--- config.mk ---
export PLATFORM = sky130hd
export DESIGN_NAME = sseg_scan_scheduler
export DESIGN_NICKNAME = d
export VERILOG_FILES = /design/src/rtl/sseg_scan_scheduler.sv
export SDC_FILE = /design/constraint.sdc
export NUM_CORES = 1
export LEC_CHECK = 0
export BUFFER_PORTS_ARGS = -buffer_cell sky130_fd_sc_hd__clkbuf_2
export CAP_MARGIN = 20
export CORE_MARGIN = 5
export CORE_UTILIZATION = 40
export DETAILED_ROUTE_END_ITERATION = 8
export HOLD_SLACK_MARGIN = 0.15
export PLACE_DENSITY = 0.63
export SYNTH_ARGS = -nofsm -noshare
export SYNTH_HDL_FRONTEND = slang
export SYNTH_SLANG_ARGS = --single-unit
--- constraint.sdc ---
create_clock -name clk -period 12.6 [get_ports clk]
set_input_delay 1.26 -clock clk [delete_from_list [all_inputs] [get_ports clk]]
set_output_delay 1.26 -clock clk [all_outputs]
set_load 0.005 [all_outputs]
--- src/rtl/sseg_scan_scheduler.sv ---
// Eight-digit common-anode seven-segment scan scheduler with frame-aligned
// atomic commit of new contents and optional pattern rotation.
module sseg_scan_scheduler #(
  parameter int unsigned REFRESH_DIV = 100_000,
  parameter int unsigned STEP_DIV    = 50_000_000
) (
  input  logic        clk,
  input  logic        rst,
  input  logic [31:0] hex,
  input  logic [7:0]  dp,
  input  logic [7:0]  blank,
  input  logic        load,
  input  logic        en,
  input  logic        cw,
  output logic [7:0]  sseg,
  output logic [7:0]  an,
  output logic        frame_start,
  output logic        pending
);

  localparam int unsigned RW = (REFRESH_DIV > 1) ? $clog2(REFRESH_DIV) : 1;
  localparam int unsigned SW = (STEP_DIV > 1) ? $clog2(STEP_DIV) : 1;

  logic [RW-1:0] refresh_cnt_q, refresh_cnt_d;
  logic [SW-1:0] step_cnt_q, step_cnt_d;
  logic [2:0]    scan_idx_q, scan_idx_d;
  logic [2:0]    offset_q, offset_d;
  logic [31:0]   act_hex_q, act_hex_d, pend_hex_q, pend_hex_d;
  logic [7:0]    act_dp_q, act_dp_d, pend_dp_q, pend_dp_d;
  logic [7:0]    act_blank_q, act_blank_d, pend_blank_q, pend_blank_d;
  logic          pending_q, pending_d;
  logic          frame_start_q, frame_start_d;
  logic [7:0]    an_q, an_d;
  logic [7:0]    sseg_q, sseg_d;

  logic          tick;
  logic          wrap;
  logic [2:0]    src;
  logic [3:0]    nib;

  function automatic logic [6:0] decode(input logic [3:0] n);
    case (n)
      4'h0: decode = 7'b1000000;
      4'h1: decode = 7'b1111001;
      4'h2: decode = 7'b0100100;
      4'h3: decode = 7'b0110000;
      4'h4: decode = 7'b0011001;
      4'h5: decode = 7'b0010010;
      4'h6: decode = 7'b0000010;
      4'h7: decode = 7'b1111000;
      4'h8: decode = 7'b0000000;
      4'h9: decode = 7'b0010000;
      4'hA: decode = 7'b0001000;
      4'hB: decode = 7'b0000011;
      4'hC: decode = 7'b1000110;
      4'hD: decode = 7'b0100001;
      4'hE: decode = 7'b0000110;
      default: decode = 7'b0001110;
    endcase
  endfunction

  // Next-state for scan, rotation, load/commit and registered pin outputs.
  always_comb begin
    refresh_cnt_d = refresh_cnt_q;
    step_cnt_d    = step_cnt_q;
    scan_idx_d    = scan_idx_q;
    offset_d      = offset_q;
    act_hex_d     = act_hex_q;
    act_dp_d      = act_dp_q;
    act_blank_d   = act_blank_q;
    pend_hex_d    = pend_hex_q;
    pend_dp_d     = pend_dp_q;
    pend_blank_d  = pend_blank_q;
    pending_d     = pending_q;
    frame_start_d = 1'b0;
    an_d          = 8'hFF;
    sseg_d        = 8'hFF;

    tick = (refresh_cnt_q == RW'(REFRESH_DIV - 1));
    wrap = tick && (scan_idx_q == 3'd7);

    refresh_cnt_d = tick ? '0 : refresh_cnt_q + RW'(1);
    if (tick) scan_idx_d = scan_idx_q + 3'd1;
    frame_start_d = wrap;

    if (en) begin
      if (step_cnt_q == SW'(STEP_DIV - 1)) begin
        step_cnt_d = '0;
        offset_d   = cw ? offset_q + 3'd1 : offset_q - 3'd1;
      end else begin
        step_cnt_d = step_cnt_q + SW'(1);
      end
    end

    // Commit takes the data pending before this edge; a same-cycle load stays pending.
    if (wrap && pending_q) begin
      act_hex_d   = pend_hex_q;
      act_dp_d    = pend_dp_q;
      act_blank_d = pend_blank_q;
      pending_d   = 1'b0;
    end
    if (load) begin
      pend_hex_d   = hex;
      pend_dp_d    = dp;
      pend_blank_d = blank;
      pending_d    = 1'b1;
    end

    src = scan_idx_q + offset_q;
    nib = act_hex_q[{src, 2'b00} +: 4];
    if (!tick && !act_blank_q[src]) begin
      an_d   = ~(8'd1 << scan_idx_q);
      sseg_d = {~act_dp_q[src], decode(nib)};
    end
  end

  always_ff @(posedge clk or posedge rst) begin
    if (rst) begin
      refresh_cnt_q <= '0;
      step_cnt_q    <= '0;
      scan_idx_q    <= 3'd0;
      offset_q      <= 3'd0;
      act_hex_q     <= 32'd0;
      act_dp_q      <= 8'd0;
      act_blank_q   <= 8'hFF;
      pend_hex_q    <= 32'd0;
      pend_dp_q     <= 8'd0;
      pend_blank_q  <= 8'hFF;
      pending_q     <= 1'b0;
      frame_start_q <= 1'b0;
      an_q          <= 8'hFF;
      sseg_q        <= 8'hFF;
    end else begin
      refresh_cnt_q <= refresh_cnt_d;
      step_cnt_q    <= step_cnt_d;
      scan_idx_q    <= scan_idx_d;
      offset_q      <= offset_d;
      act_hex_q     <= act_hex_d;
      act_dp_q      <= act_dp_d;
      act_blank_q   <= act_blank_d;
      pend_hex_q    <= pend_hex_d;
      pend_dp_q     <= pend_dp_d;
      pend_blank_q  <= pend_blank_d;
      pending_q     <= pending_d;
      frame_start_q <= frame_start_d;
      an_q          <= an_d;
      sseg_q        <= sseg_d;
    end
  end

  assign an          = an_q;
  assign sseg        = sseg_q;
  assign frame_start = frame_start_q;
  assign pending     = pending_q;

endmodule
* After elaboration in Yosys (flattened, before gate mapping)
Memory sizes are Yosys's and may differ from the RTL's. Cells that the tools add are included.
Storage, ports and cells: flip-flop bits (word level) 163, ROM bits 112, bits of input ports 53, output and inout port bits 18, word-level logic and storage cells 47, memories kept 1
Operators by class: add/subtract/negate cells 6, order comparisons 1, eq/ne operators 3, shift operators 2, muxes and demuxes 11, bitwise operators 2, reductions and logical operators 7
Memory list:
- (name not given) | words 16, width 7, rd ports 1, clocked after memory_dff 0, write ports 0, line 42 | case (n)
Operators by type and width (count):
- $shiftx 32x6->4 | 1
- $add 26x1->26 const B | 1
- $eq 26x26->1 const B | 1
- $mux 26 | 1
- $add 17x1->17 const B | 1
- $eq 17x17->1 const B | 1
- $mux 17 | 1
- $mux 8 | 2
- $not 8->8 | 1
- $shl 1x3->8 const A | 1
- $add 3x1->3 const B | 2
- $bmux 1 s3 | 2
- $lt 3x4->1 const B | 1
- $mux 1 | 4
- $add 3x3->3 | 1
- $eq 3x3->1 const B | 1
- $logic_and 1x1->1 | 3
- $mux 3 | 1
- $sub 3x1->3 const B | 1
- $logic_not 1->1 | 2
- $reduce_and 2->1 | 1
- $reduce_bool 2->1 | 1
- $not 1->1 | 1

* Logic depth before layout (Yosys ltp)
depth after elaboration 6, mapped depth 11, depth with buffers taken out 10

* Least setup slack after synthesis
No wires, ideal clock.
path kind register -> register, start point register offset_q[0], end point register sseg_q[3], in the netlist sseg[3], arrival time 2.938 ns, path slack 9.575 ns, stages on the path, launching flop included 12, buffers on the path 1, cells stage by stage dfrtp_1 -> ha_1 -> inv_1 -> fa_1 -> clkbuf_1 -> mux4_2 -> mux2i_1 -> inv_1 -> ha_1 -> nor2b_1 -> a211oi_1 -> o21ai_0
Between the ends: longest elaborated chain between the ends 6, elaborated cells between the ends (all ways) 8
Ends and longest elaborated chain:
- start, declared | line 27 | logic [2:0] offset_q, offset_d;
- start signal, assigned | line 137 | offset_q <= offset_d;
- $add 3x3->3 (*) | line 109 | src = scan_idx_q + offset_q;
- parallel branches: the longest is 4 deep, another holds $mem_v2 16x7
- $mux 8 (*) | line 111 | if (!tick && !act_blank_q[src]) begin
- net sseg_d[3] | line 34 | logic [7:0] sseg_q, sseg_d;
- end signal, assigned | line 147 | sseg_q <= sseg_d;
- end, declared | line 34
Mark *: on every way through the listed nets, which the timed path passes. The select of a mux whose other input is x is not followed. A chain may end at the register's enable or synchronous reset.

* Worst setup path in the final report
Ends and elaborated chain as after synthesis.

==> flow_summary.json <==
{
  "core_area_mm2": 0.0180,
  "initial_core_util_pct": 40.8,
  "grt_max_degree": 87,
  "synthTopCellsByArea": "dfrtp_1 45%, mux2_2 12%, dfstp_2 11%",
  "synth_nets": 612,
  "power_per_cell_area_mw_per_mm2": 137,
  "synthCells": 541,
  "critPathRequiredTime_ns": 12.90,
  "crit_type": "flip-flop to flip-flop",
  "wl_mm": 13.4,
  "drc": 0,
  "ys_seq_elements": 163,
  "syn-mean-instance-area_um2": 13.6,
  "synth_top_area_share_pct": 44.6,
  "area_growth_pct": 15.8,
  "io_buffers": 70,
  "cts.clk_slew.worst_paths_ns": 0.07,
  "min_period_over_period_pct": 27.3,
  "rr_worst_depth": 10,
  "sequentialPowerShare_pct": 48.7,
  "ys_warn_count": 0,
  "crit_start": "offset_q[0]",
  "synth_top_area_cell": "dfrtp_1",
  "grt_usage_pct": 13.2,
  "switchingPower_w": 0.000265,
  "fmax_mhz": 291,
  "dpl.hpwl_mm": 9.49,
  "finClkSkew_ns": 0.0111,
  "power_w": 0.00117,
  "whs_ns": 0.474,
  "clk_path_buf_depth": 2,
  "antenna_found_initial": 0,
  "final_area_mm2": 0.00850,
  "synth_cell_types": 49,
  "grt_pass1_vias": 4459,
  "cts_inserted_buffers": 17,
  "cp-end-kind": "flip-flop",
  "ir_drop_uv": 85.6,
  "tightest_slew_ns": 0.921,
  "vias": 4291,
  "finalMaxSlewViolations": 0,
  "setup_viol_count_final": 0,
  "layout.cells.non_filler": 853,
  "rsz0062_at_grt": "false",
  "clockPowerShare_pct": 46.5,
  "cts_tree": "built",
  "cts_hold_buf": 0,
  "crit_path_end": "sseg[3]",
  "power.internal_w": 0.000903,
  "fin_crit_ns": 3.44,
  "p_comb_share_pct": 4.8,
  "yosysSeqAreaShare_pct": 56.1,
  "synth_edf_count": 0,
  "clockRootBuffer": "clkbuf_16",
  "cts.sinks": 163,
  "finalSetupTns_ns": 0,
  "switching_share_pct": 22.7,
  "status": "completed",
  "r2r_start": "offset_q[0]",
  "finalHoldViolations": 0,
  "grt-ovfl-total": 0,
  "critical_path.max_fanout": 12,
  "clock_tree.htree_level_count": 4,
  "drt_pass1_iterations": 4,
  "drtIter0Drc": 221,
  "grt_pass1_wl_mm": 22.8,
  "max_cap_violations": 0,
  "dieWidth_um": 146,
  "ys.flop_type": "dfrtp_1",
  "clk_latency_ns": 0.43,
  "p_leak_nw": 3.87,
  "cts_setup_buffers": 0,
  "place_congestion": 0.789,
  "dpl_cell_area_mm2": 0.00786,
  "final_common_cell": "dfrtp_1",
  "post_cts_resized": 0,
  "num_antenna_cells": 0,
  "dieArea_mm2": 0.0212,
  "syn_area_mm2": 0.00735,
  "die_height_um": 146,
  "drt-wirelength-per-cell_um": 15.7,
  "io_pins": 71,
  "worstReg2RegEnd": "sseg[3]",
  "startpoint_type": "flip-flop",
  "drive_gt1_share_pct": 40.1,
  "timing.slew.headroom_pct": 36.9,
  "hp-class": "flip-flop to flip-flop",
  "layout_common_cells": "131 x dfrtp_1, 78 x mux2_2, 70 x clkbuf_2",
  "drtAntennaViolNets": 0,
  "rows": 49,
  "cp.arrival_ns": 3.74,
  "dpl.cell_count": 820,
  "viasPerCell": 5.03,
  "ff2ff_setup_slack_ns": 9.16,
  "synthArstFlopShare_pct": 100,
  "final_nets": 682
}
[layer usage]
layer | track usage, % | wire (um) | up-vias
li1 | - | - | 2055
met5 | 0 | 0 | -
met1 | 18.3 | 6440 | 2138
met3 | 3.58 | 493 | 15
met4 | 4.43 | 180 | 0
met2 | 20.3 | 6260 | 83
[area by class of cell]
cell class	count	area (um2)
Inverter	18	72.6
Sequential cell	163	4120
Clock inverter	13	181
Clock buffer	19	443
Multi-Input combinational cell	339	3020
Timing Repair Buffer	72	378
Fill cell	1602	9520
Tap cell	229	287
[cells in the mapped netlist (2+ instances only)]
master    count
o21ai_0       9
buf_1         4
nand2_1      25
xor2_1       15
nor4_1        7
mux2_2       78
dfrtp_1     131
and2_1        4
nor3_1        7
fa_1          2
o211ai_1      3
or3_1         2
nand3_1      24
buf_2         4
and3_1       11
mux2_4       20
a21oi_1       4
inv_1        18
mux2i_1       7
buf_4         3
ha_1         16
mux4_2       12
a31oi_1       2
dfstp_2      32
nor2_1       31
clkbuf_1      7
nor4_2        2
nand4_1       9
buf_12        3
xnor2_1      28
nor2b_1       3
[cells by family (layout without fill, tap and decap cells)]
family                     Yosys count  after routing  share of synthesized area (%)
and+or+nand+nor                    134            134                           9.40
DFF                                163            163                           56.1
buffers and inverters               39            122                           2.88
muxes                              117            117                           20.7
AOI/OAI and AO/OA                   26             26                           2.27
xor gates and xnor gates            44             44                           5.43
adders and majority gates           18             18                           3.27
[worst max-delay path, stage by stage, from the launching register on]
cell	delay (ns)
dfrtp_1	0.40
ha_1	0.17
inv_1	0.05
fa_1	0.87
mux4_2	0.40
mux2i_1	0.50
inv_1	0.18
ha_1	0.28
nor2b_1	0.14
a211oi_1	0.22
o21ai_0	0.11
[flip-flops by register name (all words and copies together), names as in the netlist, 3 cells and up]
signal,flops
act_blank_q,8
sseg,8
act_dp_q,8
act_hex_q,32
pend_blank_q,8
step_cnt_q,26
pend_dp_q,8
pend_hex_q,32
an,8
scan_idx_q,3
offset_q,3
refresh_cnt_q,17
[power groups by stage]
stage,Clock [W],Combinational [W],Sequential (W)
6_report,0.000543,0.0000560,0.000568
5_1_grt,0.000583,0.0000638,0.000571
4_1_cts,0.000557,0.0000575,0.000568
3_5_place_dp,0,0.0000572,0.000578
3_3_place_gp,0,0.0000545,0.000576
2_1_floorplan,0,0.0000409,0.000571
[how the worst min path moves through the flow]
stage                  startpoint       endpoint  slack [ns]  cells after the start
global placement    step_cnt_q[6]  step_cnt_q[6]        0.46                      1
CTS                 step_cnt_q[6]  step_cnt_q[6]        0.48                      1
global route        step_cnt_q[6]  step_cnt_q[6]        0.49                      1
finish              step_cnt_q[6]  step_cnt_q[6]        0.47                      1
detailed placement  step_cnt_q[6]  step_cnt_q[6]        0.47                      1
floorplan           step_cnt_q[6]  step_cnt_q[6]        0.44                      1
[stage by stage]
stage	utilization (%)	setup WS [ns]
3_5_place_dp	43.6	9.14
2_1_floorplan	-	6.99
6_report	47.2	9.16
4_1_cts	47.1	9.11
5_1_grt	47.2	8.83
3_3_place_gp	43.6	9.33
Note: power is estimated with default switching activity, not from simulation.
